$ cat src/rtl/uart_rx_drain_ctrl_pkg.sv
// Shared encodings for the UART receive-FIFO drain controller.
// FIFO entry layout, trigger-level codes and FSM state codes.
package uart_rx_drain_ctrl_pkg;

  localparam logic [1:0] UART_FC_TRIG_1  = 2'b00;
  localparam logic [1:0] UART_FC_TRIG_4  = 2'b01;
  localparam logic [1:0] UART_FC_TRIG_8  = 2'b10;
  localparam logic [1:0] UART_FC_TRIG_14 = 2'b11;

  localparam int UART_REC_DATA_MSB = 10;
  localparam int UART_REC_DATA_LSB = 3;
  localparam int UART_REC_BRK      = 2;
  localparam int UART_REC_PE       = 1;
  localparam int UART_REC_FE       = 0;

  localparam logic [1:0] ST_IDLE = 2'd0;
  localparam logic [1:0] ST_ARM  = 2'd1;
  localparam logic [1:0] ST_POP  = 2'd2;
  localparam logic [1:0] ST_SEND = 2'd3;

  typedef struct packed {
    logic [7:0] data;
    logic [2:0] err;
    logic       last;
  } hold_t;

  function automatic logic [4:0] trig_level(
    input logic [1:0] sel
  );
    logic [4:0] lvl;
    unique case (sel)
      UART_FC_TRIG_1:  lvl = 5'd1;
      UART_FC_TRIG_4:  lvl = 5'd4;
      UART_FC_TRIG_8:  lvl = 5'd8;
      UART_FC_TRIG_14: lvl = 5'd14;
      default:         lvl = 5'd1;
    endcase
    return lvl;
  endfunction

endpackage

$ cat src/rtl/uart_rx_drain_ctrl_if.sv
// Valid/ready byte stream from the drain controller to its sink.
// Carries the byte, its error flags and the end-of-burst marker.
interface uart_rx_drain_if;
  logic       m_valid;
  logic       m_ready;
  logic [7:0] m_data;
  logic [2:0] m_err;
  logic       m_last;

  modport master (
    output m_valid,
    output m_data,
    output m_err,
    output m_last,
    input  m_ready
  );

  modport slave (
    input  m_valid,
    input  m_data,
    input  m_err,
    input  m_last,
    output m_ready
  );
endinterface

$ cat src/rtl/uart_rx_drain_ctrl.sv
// Drains the UART receive FIFO in bursts onto a valid/ready stream.
// Also produces level RDA/timeout indications and a sticky error flag.
module uart_rx_drain_ctrl
  import uart_rx_drain_ctrl_pkg::*;
#(
  parameter int FIFO_CNT_W  = 5,
  parameter int REC_W       = 11,
  parameter int MAX_BURST   = 16,
  parameter int STOP_ON_ERR = 1
) (
  input  logic                  clk,
  input  logic                  wb_rst_i,
  input  logic                  drain_en,
  input  logic [1:0]            fcr_trig,
  input  logic [FIFO_CNT_W-1:0] rf_count,
  input  logic [REC_W-1:0]      rf_data_out,
  input  logic [9:0]            counter_t,
  output logic                  rf_pop,
  uart_rx_drain_if.master       m,
  output logic                  rda_int,
  output logic                  ti_int,
  output logic                  err_sticky,
  input  logic                  err_clr
);

  logic [1:0] state_q;
  logic [1:0] state_d;
  logic [4:0] burst_left_q;
  logic [4:0] burst_left_d;
  logic [4:0] burst_load;
  hold_t      hold_q;
  hold_t      hold_d;
  logic       rda_q;
  logic       rda_d;
  logic       ti_q;
  logic       ti_d;
  logic       err_q;
  logic       err_d;
  logic       err_set;
  logic       cnt_nz;
  logic       start;
  logic [7:0] head_data;
  logic [2:0] head_err;
  logic       head_last;

  always_comb begin
    head_data = rf_data_out[UART_REC_DATA_MSB:UART_REC_DATA_LSB];
    head_err  = {rf_data_out[UART_REC_BRK],
                 rf_data_out[UART_REC_PE],
                 rf_data_out[UART_REC_FE]};
    cnt_nz    = (rf_count != '0);
    // widen both sides so no trigger code is ever truncated
    rda_d     = 32'(rf_count) >= 32'(trig_level(fcr_trig));
    ti_d      = (counter_t == 10'd0) && cnt_nz;
    start     = rda_d || ti_d;
    if (32'(rf_count) > 32'(MAX_BURST)) begin
      burst_load = 5'(MAX_BURST);
    end else begin
      burst_load = 5'(rf_count);
    end
    head_last = (burst_left_q == 5'd1)
             || (32'(rf_count) == 32'd1)
             || ((STOP_ON_ERR != 0) && (|head_err));
  end

  always_comb begin
    state_d      = state_q;
    burst_left_d = burst_left_q;
    hold_d       = hold_q;
    err_set      = 1'b0;
    unique case (state_q)
      ST_IDLE: begin
        if (drain_en) begin
          state_d = ST_ARM;
        end
      end
      ST_ARM: begin
        if (start) begin
          burst_left_d = burst_load;
          state_d      = ST_POP;
        end else if (!drain_en) begin
          state_d = ST_IDLE;
        end
      end
      ST_POP: begin
        // an external pop may have emptied the FIFO; never pop empty
        if (cnt_nz) begin
          hold_d.data  = head_data;
          hold_d.err   = head_err;
          hold_d.last  = head_last;
          err_set      = |head_err;
          burst_left_d = burst_left_q - 5'd1;
          state_d      = ST_SEND;
        end else begin
          state_d = ST_ARM;
        end
      end
      ST_SEND: begin
        if (m.m_ready) begin
          if (hold_q.last) begin
            state_d = ST_ARM;
          end else if (!drain_en) begin
            state_d = ST_IDLE;
          end else begin
            state_d = ST_POP;
          end
        end
      end
      default: begin
        state_d = ST_IDLE;
      end
    endcase
    if (err_set) begin
      err_d = 1'b1;
    end else if (err_clr) begin
      err_d = 1'b0;
    end else begin
      err_d = err_q;
    end
  end

  always_ff @(posedge clk) begin
    if (wb_rst_i) begin
      state_q      <= ST_IDLE;
      burst_left_q <= 5'd0;
      hold_q       <= '0;
      rda_q        <= 1'b0;
      ti_q         <= 1'b0;
      err_q        <= 1'b0;
    end else begin
      state_q      <= state_d;
      burst_left_q <= burst_left_d;
      hold_q       <= hold_d;
      rda_q        <= rda_d;
      ti_q         <= ti_d;
      err_q        <= err_d;
    end
  end

  assign rf_pop     = (state_q == ST_POP) && cnt_nz;
  assign m.m_valid  = (state_q == ST_SEND);
  assign m.m_data   = hold_q.data;
  assign m.m_err    = hold_q.err;
  assign m.m_last   = hold_q.last;
  assign rda_int    = rda_q;
  assign ti_int     = ti_q;
  assign err_sticky = err_q;

endmodule

$ cat src/flat_wrapper.sv
// flat-port wrapper written by rule: the top's interface ports become plain ports
module uart_rx_drain_ctrl_flat import uart_rx_drain_ctrl_pkg::*;
#(
  parameter int FIFO_CNT_W  = 5,
  parameter int REC_W       = 11,
  parameter int MAX_BURST   = 16,
  parameter int STOP_ON_ERR = 1
)
  (clk, wb_rst_i, drain_en, fcr_trig, rf_count, rf_data_out, counter_t, rf_pop, rda_int, ti_int, err_sticky, err_clr, m_m_valid, m_m_data, m_m_err, m_m_last, m_m_ready);
  uart_rx_drain_if m_i ();
  input  logic clk;
  input  logic wb_rst_i;
  input  logic drain_en;
  input  logic [1:0] fcr_trig;
  input  logic [FIFO_CNT_W-1:0] rf_count;
  input  logic [REC_W-1:0] rf_data_out;
  input  logic [9:0] counter_t;
  output logic rf_pop;
  output logic rda_int;
  output logic ti_int;
  output logic err_sticky;
  input  logic err_clr;
  output wire logic [$bits(m_i.m_valid)-1:0] m_m_valid;
  output wire logic [$bits(m_i.m_data)-1:0] m_m_data;
  output wire logic [$bits(m_i.m_err)-1:0] m_m_err;
  output wire logic [$bits(m_i.m_last)-1:0] m_m_last;
  input wire logic [$bits(m_i.m_ready)-1:0] m_m_ready;
  assign m_m_valid = m_i.m_valid;
  assign m_m_data = m_i.m_data;
  assign m_m_err = m_i.m_err;
  assign m_m_last = m_i.m_last;
  assign m_i.m_ready = m_m_ready;
  uart_rx_drain_ctrl #(.FIFO_CNT_W(FIFO_CNT_W), .REC_W(REC_W), .MAX_BURST(MAX_BURST), .STOP_ON_ERR(STOP_ON_ERR)) u_core (.clk(clk), .wb_rst_i(wb_rst_i), .drain_en(drain_en), .fcr_trig(fcr_trig), .rf_count(rf_count), .rf_data_out(rf_data_out), .counter_t(counter_t), .rf_pop(rf_pop), .m(m_i), .rda_int(rda_int), .ti_int(ti_int), .err_sticky(err_sticky), .err_clr(err_clr));
endmodule
$ cat config.mk
export PLATFORM = sky130hd
export DESIGN_NAME = uart_rx_drain_ctrl_flat
export DESIGN_NICKNAME = d
export VERILOG_FILES = /design/src/rtl/uart_rx_drain_ctrl_pkg.sv /design/src/rtl/uart_rx_drain_ctrl_if.sv /design/src/rtl/uart_rx_drain_ctrl.sv /design/src/flat_wrapper.sv
export SDC_FILE = /design/constraint.sdc
export NUM_CORES = 1
export LEC_CHECK = 0
export CORE_ASPECT_RATIO = 1.4
export CORE_MARGIN = 1.5
export CORE_UTILIZATION = 30
export CTS_CLUSTER_DIAMETER = 30
export CTS_CLUSTER_SIZE = 8
export DETAILED_ROUTE_END_ITERATION = 10
export GPL_TIMING_DRIVEN = 0
export HOLD_SLACK_MARGIN = 0.06
export PLACE_DENSITY = 0.61
export RECOVER_POWER = 50
export SLEW_MARGIN = 20
export SYNTH_ARGS = -nofsm -noshare
export SYNTH_HDL_FRONTEND = slang
export SYNTH_SLANG_ARGS = --single-unit
$ cat constraint.sdc
create_clock -name clk -period 2.8 [get_ports clk]
set_input_delay 0.42 -clock clk [delete_from_list [all_inputs] [get_ports clk]]
set_output_delay 0.42 -clock clk [all_outputs]
set_load 0.1 [all_outputs]
==> run_results.csv, run 1 <==
group,metric,value,unit
run_status,status,"finished clean",
setup_path,cp.required,2960,ps
layout,nNetsFinal,257,
floorplanning,rows,27,
routing,wl_met2,1560,um
clock_network,post-cts-setup-buffers,0,
power_and_ir_drop,total_power,0.932,mW
global_routing,grt_overflow,0,
clock_network,cts_buffer_depth,2,
floorplanning,num_io_pins,50,
timing,grt_setup_unrepaired,"no",
layout,seq_area,440,um^2
timing,maxSlewViolCount,0,
timing,period_needed,2670,ps
routing,met3WireLength,205,um
clock_network,cts_tree,"yes",
placement,placed_cell_area,1780,um^2
power_and_ir_drop,power_density,500,nW/um^2
yosys,syn-num-nets,203,
layout,n_fill_cell,410,
global_routing,grt_pass1_vias,1225,
yosys,syn_area_per_cell,7.79,um^2
layout,layout_commonest_cell,"clkdlybuf4s50_1",
clock_network,clkLatencyLatePin,260,ps
yosys,syn_area,1240,um^2
setup_path,path_max_fanout,6,
timing,finalSetupViolCount,0,
global_routing,grt_pass1_wl,5560,um
setup_path,crit_type,"input port to register",
global_routing,antenna_found_initial,0,
timing,holdWs,452,ps
floorplanning,die_area,4530,um^2
placement,portBuffers,49,
placement,routabilityCongestion,0.778,
power_and_ir_drop,leakage,0.742,nW
clock_network,htreeDepth,1,
floorplanning,core,3950,um^2
routing,vias,1302,
setup_path,reg2reg_depth,7,
floorplanning,die_h,79.0,um
clock_network,clkTransAtPathRegs,80,ps
worst_hold_path,whs_path_depth,2,
layout,multiInputGateArea,728,um^2
routing,drtIter0Drc,40,
clock_network,cts-buffers-inserted,3,
clock_network,clkSinkCount,22,
layout,drive_gt1_share,7.08,%
clock_network,cts-hold-fix-buffers,0,
layout,final_cell_mix,"clkdlybuf4s50_1 (43), nand2_1 (29), dfxtp_1 (22), a21oi_1 (18), inv_1 (16)",
floorplanning,initial_core_util,31.3,%
global_routing,grt_max_degree,14,
placement,dp_hpwl,2500,um
yosys,synth-async-reset-ratio,0,%
routing,drtPass1Iterations,5,
yosys,yosys_warnings,0,
timing,min_period_over_period,95.4,%
yosys,synth_cell_types,36,
yosys,synth_top_area_share,35.6,%
layout,area_growth,50.4,%
timing,hold_viol,0,
timing,max_freq,0.374,GHz
routing,wl,3170,um
flow_run,maxCapViolations,0,
routing,top_layer,"met4",
clock_network,clockRootBuffer,"clkbuf_8",
timing,tightest_slew,982,ps
timing,finClkSkew,3.43,ps
setup_path,crit_arrival,2830,ps
routing,drc,0,
yosys,yosys-top-cells-area,"dfxtp_1 (36%), ha_1 (11%), nand2_1 (8.8%)",
routing,viasPerCell,5.11,
yosys,synthFlopType,"dfxtp_1",
yosys,yosysTopAreaCell,"dfxtp_1",
layout,finalInstanceArea,1860,um^2
timing,relSlewSlack,34.3,%
routing,m1WireLength,1340,um
routing,wire_per_inst,12.4,um
yosys,ys_ff_latch,22,
setup_path,start_kind,"input port",
layout,diodes,0,
setup_path,end_kind,"register",
global_routing,grtUsageTotal,15.3,%
worst_hold_path,hold_class,"register to register",
timing,final.setup.tns,0,ps
yosys,netlist_instances,159,
layout,fin_util,47.1,%
power_and_ir_drop,ir_drop,0.000365,V
yosys,synth_edf_count,0,
routing,drtAntennaViolNets,0,
floorplanning,die_width,57.3,um
yosys,ys_seq_area_share,35.6,%
where the power goes:
| group | leakage [nW] | switching (mW) | internal (mW) |
|---|---|---|---|
| sequential | 0.178 | 0.0161 | 0.333 |
| clock | 0.0357 | 0.109 | 0.191 |
| combinational | 0.528 | 0.168 | 0.115 |
| total | 0.742 | 0.293 | 0.639 |
state kept, by name, summed over array words and instances (netlist names):
signal,count
u_core.burst_left_q,5
u_core.err_sticky,1
u_core.m.m_data,8
u_core.m.m_err,3
u_core.m.m_last,1
u_core.rda_int,1
u_core.state_q,2
u_core.ti_int,1
cell usage after synthesis, types with 2 or more instances:
cell	count
nand2_1	29
dfxtp_1	22
a21oi_1	18
inv_1	16
nor2_1	13
ha_1	11
nand3_1	5
a31oi_1	3
and3_1	3
clkbuf_1	3
o21ai_0	3
o32ai_1	3
a211oi_1	2
buf_2	2
nand3_2	2
nor3_1	2
nor4_1	2
o21ai_1	2
final timing paths:
path,startpoint,endpoint,slack [ps]
hold reg to reg,u_core.m.m_data[6],u_core.m.m_data[6],450
setup / recovery,fcr_trig[0],u_core.burst_left_q[1],130
hold / removal,u_core.m.m_data[6],u_core.m.m_data[6],450
setup reg to reg,u_core.state_q[0],u_core.m.m_data[0],1030
what timing repair did:
| action | 4_1_cts | 5_1_grt |
|---|---|---|
| endpoints found under the setup margin | 1 | 1 |
| gates resized for setup | 6 | 5 |
| gates cloned | 0 | 0 |
critical path: stages:
cell	delay [ps]
clkdlybuf4s50_1	500
inv_1	50
ha_1	290
a21o_1	190
a211oi_1	590
nand3_2	270
nand3_2	190
mux2_1	330
kinds of logic (layout without fill, tap and decap cells):
logic type / after synthesis / in the layout / synth area share [%]
flops: 22 / 22 / 35.6
buf+inv: 21 / 74 / 6.57
mux: 1 / 1 / 0.909
simple gates: 63 / 63 / 24.5
compound gates: 41 / 41 / 21.3
fa+ha+maj: 11 / 11 / 11.1
through the flow:
step / setup slack, ps / cells
2_1_floorplan: 691 / 159
3_3_place_gp: -802 / 251
3_5_place_dp: -800 / 251
4_1_cts: 11.8 / 255
5_1_grt: 14.9 / 255
6_report: 128 / 255
area by class of cell:
cell class                 count  share of cell area [%]
buffer                         5                    1.14
clock buffer                   3                    2.22
multi-input combinational    116                    39.1
clock inverter                 1                    1.61
timing repair buffer          49                    26.2
sequential                    22                    23.6
tap                           43                    2.89
inverter                      16                    3.22
metal layers:
metal | GRT usage [%] | vias up
met3 | 1.79 | 6
met2 | 26.7 | 58
met4 | 6.98 | 0
li1 | - | 664
met1 | 18.5 | 574
met5 | 0 | -
Note: power is estimated with default switching activity, not from simulation.
==> inputs of run 2 (changes only) <==
--- a/config.mk
+++ b/config.mk
@@ -15,7 +15,6 @@
 export HOLD_SLACK_MARGIN = 0.06
 export PLACE_DENSITY = 0.61
 export RECOVER_POWER = 50
-export SLEW_MARGIN = 20
 export SYNTH_ARGS = -nofsm -noshare
 export SYNTH_HDL_FRONTEND = slang
 export SYNTH_SLANG_ARGS = --single-unit
==> results of run 2 <==
No change in the layout: final DEF, timing and power equal those of run 1.
